**config.mk**
```make
export PLATFORM = sky130hd
export DESIGN_NAME = mem_access_arbiter
export DESIGN_NICKNAME = d
export VERILOG_FILES = /design/src/rtl/mem_access_arbiter.sv
export SDC_FILE = /design/constraint.sdc
export NUM_CORES = 1
export LEC_CHECK = 0
export ABC_AREA = 1
export CORE_AREA = 2 2 195 197
export DETAILED_ROUTE_END_ITERATION = 8
export DIE_AREA = 0 0 197 199
export GPL_TIMING_DRIVEN = 0
export PLACE_DENSITY_LB_ADDON = 0.2
export SYNTH_ARGS = -nofsm -noshare
export SYNTH_HDL_FRONTEND = slang
export SYNTH_SLANG_ARGS = --single-unit
```
**constraint.sdc**
```tcl
create_clock -name clk -period 15.1 [get_ports clk]
set_input_delay 3.02 -clock clk [delete_from_list [all_inputs] [get_ports clk]]
set_output_delay 3.02 -clock clk [all_outputs]
set_load 0.02 [all_outputs]
```
**src/rtl/mem_access_arbiter.sv**
```systemverilog
// mem_access_arbiter
//
// Dual-issue round-robin arbiter in front of a 1024 x 32 two-port data
// memory. Up to two requesters are granted per cycle, one on memory port A
// (primary signals) and one on port B (the *_reg signals). Each granted
// request is checked against the memory's key_access word. The read data
// comes back one cycle after the accept, straight from the memory's own
// output register.
//
// The memory writes on every clock. Any port without a good granted
// request is therefore parked on PARK_ADDR and writes zero to that
// scratch word.
//
// Ports:
//   clk, rst_n                        clock, asynchronous active-low reset
//   req_valid/req_ready               per-requester handshake (accept = valid & ready)
//   req_we/req_addr/req_wdata/req_key per-requester command, flattened per index
//   rsp_valid/rsp_id/rsp_err/rsp_rdata  per-port response, bit/slice 0 = port A
//   mem_read_address, mem_write_address, mem_data_in              port A drive
//   mem_read_address_reg, mem_write_address_reg, mem_data_in_reg  port B drive
//   mem_data_out, mem_data_out_reg    registered memory read data
//   key_access                        expected access key from the memory
//   err_count                         saturating count of rejected requests
module mem_access_arbiter #(
    parameter int              NREQ      = 4,
    parameter int              AW        = 10,
    parameter int              DW        = 32,
    parameter int              IDW       = 2,
    parameter logic [AW-1:0]   PARK_ADDR = 10'h3FF
) (
    input  logic                clk,
    input  logic                rst_n,
    input  logic [NREQ-1:0]     req_valid,
    output logic [NREQ-1:0]     req_ready,
    input  logic [NREQ-1:0]     req_we,
    input  logic [NREQ*AW-1:0]  req_addr,
    input  logic [NREQ*DW-1:0]  req_wdata,
    input  logic [NREQ*16-1:0]  req_key,
    output logic [1:0]          rsp_valid,
    output logic [2*IDW-1:0]    rsp_id,
    output logic [1:0]          rsp_err,
    output logic [2*DW-1:0]     rsp_rdata,
    output logic [AW-1:0]       mem_read_address,
    output logic [AW-1:0]       mem_write_address,
    output logic [DW-1:0]       mem_data_in,
    output logic [AW-1:0]       mem_read_address_reg,
    output logic [AW-1:0]       mem_write_address_reg,
    output logic [DW-1:0]       mem_data_in_reg,
    input  logic [DW-1:0]       mem_data_out,
    input  logic [DW-1:0]       mem_data_out_reg,
    input  logic [15:0]         key_access,
    output logic [7:0]          err_count
);

    logic [IDW-1:0] rr_ptr;
    logic [IDW-1:0] rr_next;
    logic [IDW-1:0] cand;
    logic           a_found, b_found;
    logic [IDW-1:0] a_idx, b_idx;
    logic [AW-1:0]  a_addr, b_addr;
    logic [DW-1:0]  a_wdata, b_wdata;
    logic [15:0]    a_key, b_key;
    logic           a_we, b_we;
    logic           a_bad, b_bad;
    logic           a_grant, b_grant;
    logic           conflict;
    logic [8:0]     err_sum;
    logic [7:0]     err_next;
    logic [1:0]     rsp_read;

    // Port A takes the first valid requester at or after rr_ptr. Port B
    // takes the next valid one after A, wrapping, and never A itself.
    always_comb begin
        a_found = 1'b0;
        a_idx   = '0;
        b_found = 1'b0;
        b_idx   = '0;
        cand    = '0;
        for (int k = 0; k < NREQ; k++) begin
            cand = IDW'((int'(rr_ptr) + k) % NREQ);
            if (!a_found && req_valid[cand]) begin
                a_found = 1'b1;
                a_idx   = cand;
            end
        end
        for (int k = 1; k < NREQ; k++) begin
            cand = IDW'((int'(a_idx) + k) % NREQ);
            if (a_found && !b_found && req_valid[cand]) begin
                b_found = 1'b1;
                b_idx   = cand;
            end
        end
    end

    // Pull the winners' command fields out of the flattened buses.
    always_comb begin
        a_addr  = AW'(req_addr  >> (int'(a_idx) * AW));
        b_addr  = AW'(req_addr  >> (int'(b_idx) * AW));
        a_wdata = DW'(req_wdata >> (int'(a_idx) * DW));
        b_wdata = DW'(req_wdata >> (int'(b_idx) * DW));
        a_key   = 16'(req_key   >> (int'(a_idx) * 16));
        b_key   = 16'(req_key   >> (int'(b_idx) * 16));
        a_we    = req_we[a_idx];
        b_we    = req_we[b_idx];
    end

    // Port B is held off when both ports hit the same word and either one
    // writes. This keeps two writes from racing and keeps a read from seeing
    // stale data. The deferred requester becomes the port A winner next
    // cycle, because rr_ptr then lands just after this cycle's A.
    // Reset masks every grant so that req_ready stays low while rst_n is low.
    always_comb begin
        conflict  = b_found && (b_addr == a_addr) && (a_we || b_we);
        a_grant   = a_found && rst_n;
        b_grant   = b_found && !conflict && rst_n;
        a_bad     = (a_key != key_access) || (a_addr == PARK_ADDR);
        b_bad     = (b_key != key_access) || (b_addr == PARK_ADDR);
        req_ready = '0;
        if (a_grant) req_ready[a_idx] = 1'b1;
        if (b_grant) req_ready[b_idx] = 1'b1;
    end

    // Memory drive. Bad or absent requests park the port, so the forced
    // write on every clock only ever touches the scratch word.
    always_comb begin
        mem_read_address      = PARK_ADDR;
        mem_write_address     = PARK_ADDR;
        mem_data_in           = '0;
        mem_read_address_reg  = PARK_ADDR;
        mem_write_address_reg = PARK_ADDR;
        mem_data_in_reg       = '0;
        if (a_grant && !a_bad) begin
            if (a_we) begin
                mem_write_address = a_addr;
                mem_data_in       = a_wdata;
            end else begin
                mem_read_address  = a_addr;
            end
        end
        if (b_grant && !b_bad) begin
            if (b_we) begin
                mem_write_address_reg = b_addr;
                mem_data_in_reg       = b_wdata;
            end else begin
                mem_read_address_reg  = b_addr;
            end
        end
    end

    // Next pointer is one past the last winner in priority order (B if it
    // was granted, otherwise A). The error counter saturates at 255.
    always_comb begin
        rr_next = rr_ptr;
        if (b_grant) begin
            rr_next = IDW'((int'(b_idx) + 1) % NREQ);
        end else if (a_grant) begin
            rr_next = IDW'((int'(a_idx) + 1) % NREQ);
        end
        err_sum  = {1'b0, err_count} + 9'(a_grant && a_bad) + 9'(b_grant && b_bad);
        err_next = (err_sum > 9'd255) ? 8'd255 : err_sum[7:0];
    end

    // The response tags line up with the memory's one-cycle read register.
    // Reset drops any response that is still in flight.
    always_ff @(posedge clk or negedge rst_n) begin
        if (!rst_n) begin
            rr_ptr    <= '0;
            err_count <= '0;
            rsp_valid <= '0;
            rsp_id    <= '0;
            rsp_err   <= '0;
            rsp_read  <= '0;
        end else begin
            rr_ptr    <= rr_next;
            err_count <= err_next;
            rsp_valid <= {b_grant, a_grant};
            rsp_id    <= {b_idx, a_idx};
            rsp_err   <= {b_grant && b_bad, a_grant && a_bad};
            rsp_read  <= {!b_we, !a_we};
        end
    end

    // Read data passes through only for a valid, good read. Everything else
    // returns zero.
    always_comb begin
        rsp_rdata = '0;
        if (rsp_valid[0] && rsp_read[0] && !rsp_err[0]) rsp_rdata[DW-1:0]    = mem_data_out;
        if (rsp_valid[1] && rsp_read[1] && !rsp_err[1]) rsp_rdata[2*DW-1:DW] = mem_data_out_reg;
    end

endmodule

```
==> summary.md <==
| Metric | Value |
|---|---|
| Htree depth | `1` |
| Clk root buf | `clkbuf_16` |
| Top_reg_cell synth | `dfrtp_1` |
| Setup ws final | `2.16 ns` |
| Hold Fails Final Rpt | `0` |
| Remaining DRCs | `0` |
| Critical Path RT | `12.08 ns` |
| # rows | `71` |
| Cell variety after synth | `43` |
| Max-cap violation count | `0` |
| Final antenna-violating net count | `0` |
| # setup viols final | `0` |
| Worst setup SP type | `primary input` |
| Setup Fix Bufs, Post-CTS | `0` |
| Mapped Avg Cell Area | `5.03 um2` |
| EDFF count, synth | `0` |
| Most frequent cells in the layout | `clkdlybuf4s50_1, nand2_1, inv_1` |
| CP Class | `in2out` |
| Status | `finished, final reports clean` |
| GRT Resource Usage Total | `22.7%` |
| PortBufs | `509` |
| DP Worst Slack | `2.14 ns` |
| Remaining Overflow, GRT | `0` |
| Die X | `197 um` |
| Clock Tree Buf Depth | `2` |
| Mapped Cells | `1441` |
| Nets | `2287` |
| Worst Skew | `0.00315 ns` |
| CP max stage cell | `clkdlybuf4s50_1` |
| Mapped cell area | `7250 um2` |
| Final GP Congestion | `0.925` |
| # clock sinks | `20` |
| Iter 0 DRT Violations | `938` |
| Final worst path period need | `12.94 ns` |
| Crit path DAT | `9.92 ns` |
| Final period util | `85.7%` |
| Ports | `510` |
| First-pass GRT wire length | `68.6 mm` |
| Worst skew pair latency | `0.25 ns` |
| Worst hold path type | `reg2reg` |
| Slew Limit Fails | `0` |
| DR vias | `11.9k` |
| CP Capture Type | `primary output` |
| Crit-path max FO | `10` |
| Number of vias per cell | `4.88` |
| Async S/R FF share, synth | `100%` |
| Max incr delay on CP | `0.67 ns` |
| PostCTS Resize Cnt | `0` |
| Post-synthesis sequential area ratio | `6.90%` |
| Cts hold-fix bufs | `0` |
| Final setup TNS | `0 ns` |
| Crit-path most repeated cell | `nand2_1` |
| Largest net degree at the start of global routing | `23` |
| Die ar. | `39200 um2` |
| Unrepaired setup endpoints after global routing | `false` |
| Initial Utilization | `19.5%` |
| Routed length per placed instance | `19.4 um` |
| TritonCTS clock tree | `done` |
| Detailed placement HPWL | `38.4 mm` |
| CTS buffer count | `3` |
| Post-Syn Nets | `1773` |
| Number of global-route vias before repair | `11.4k` |
| Fmax | `77.3 MHz` |
| Share of layout cells above drive strength 1 | `4.35%` |
| Register Area | `500 um2` |
| Multi-input gate area | `5530 um2` |
| Initial antenna violation count | `7` |
| Clk pin slew, worst setup/hold paths | `0.06 ns` |
| # fillers | `4058` |
| CORE AREA | `37100 um2` |
| Die Y | `199 um` |
| Slew @ Worst Pin | `1.06 ns` |
| Relative slew slack | `29.0%` |
| First-pass detailed-route iteration total | `6` |
| Ys Warns | `0` |
| Yosys reg bits | `20` |
| DRT Wirelength | `47.3 mm` |
| Area Growth Syn to Fin | `79.9%` |
| Most common cell after layout, fill and taps aside | `clkdlybuf4s50_1` |
==> metrics by stage <==
stage               hold WS (ns)  cell area (um2)  cells  util, %
finish                     0.562            13000   2435     35.1
global placement           0.541            12900   2424     34.8
detailed placement         0.542            12900   2424     34.8
CTS                        0.563            13000   2428     35.1
global route               0.593            13000   2432     35.1
floorplan                  0.564             7250   1441        -
==> synthesized netlist by cell type (all sizes together), types with 5 or more instances <==
cell | instances | share of area (%)
nand2 | 504 | 26
inv | 197 | 10
nor2 | 192 | 11
nand3 | 123 | 8.7
a21oi | 86 | 6.1
a32o | 64 | 8.8
clkbuf | 58 | 3.0
buf | 42 | 3.5
o21ai | 37 | 2.6
nand3b | 29 | 3.0
nand4 | 24 | 2.1
dfrtp | 20 | 6.9
xor2 | 16 | 1.9
a32oi | 9 | 1.1
ha | 9 | 1.6
o211ai | 6 | 0.62
nor4 | 5 | 0.43
==> layout make-up <==
type | instances | area share [%]
Clock buffer | 4 | 0.681
Tap cell | 474 | 4.55
Multi-Input combinational cell | 1122 | 42.4
Sequential cell | 20 | 3.84
Antenna cell | 7 | 0.134
Buffer | 100 | 3.61
Inverter | 199 | 5.73
Timing Repair Buffer | 509 | 39.1
==> flip-flops by register name, summed over array words and instances (netlist names) <==
| register | flops |
|---|---|
| rsp_id | 4 |
| rsp_read | 2 |
| rsp_valid | 2 |
| rsp_err | 2 |
| rr_ptr | 2 |
| err_count | 8 |
==> cells by family after synthesis <==
| kind of cell | after synthesis | synth area share [%] |
|---|---|---|
| simple gates | 881 | 52.0 |
| buf+inv | 299 | 16.8 |
| compound gates | 214 | 20.5 |
| flops | 20 | 6.90 |
| xor+xnor | 17 | 2.05 |
| fa+ha+maj | 10 | 1.83 |
==> per-layer routing <==
metal / vias up / wire length, um / GRT usage [%]
met5: - / 13 / 0
met4: 2 / 1020 / 6.27
met3: 71 / 3840 / 4.05
met2: 627 / 22900 / 40.2
met1: 5504 / 19600 / 28.2
li1: 5680 / - / -
==> worst max-delay path: cells and delay by family <==
| family | cells | cell delay (ns) |
|---|---|---|
| AND/OR/NAND/NOR | 11 | 1.22 |
| adder cells (fa/ha/maj) | 1 | 0.32 |
| buffers and inverters | 14 | 4.73 |
| AO/OA/AOI/OAI | 3 | 0.61 |
==> worst paths after layout <==
| path | from | to | slack [ns] | cells past startpoint |
|---|---|---|---|---|
| worst min register to register | err_count[7]$_DFF_PN0_ | err_count[7]$_DFF_PN0_ | 0.56 | 2 |
| worst max-delay path | req_valid[0] | mem_data_in_reg[31] | 2.16 | 29 |
| min in group asynchronous | rst_n | rsp_id[2]$_DFF_PN0_ | 3.34 | 1 |
| max in group asynchronous | rst_n | rsp_read[0]$_DFF_PN0_ | 11.12 | 1 |
| worst min-delay path | err_count[7]$_DFF_PN0_ | err_count[7]$_DFF_PN0_ | 0.56 | 2 |
| worst max register to register | rr_ptr[1]$_DFFE_PN0P_ | err_count[3]$_DFF_PN0_ | 7.74 | 38 |
Power is left out: the tool's default activity adds up to more than one toggle a clock period on the data nets, which glitch-free logic cannot reach.
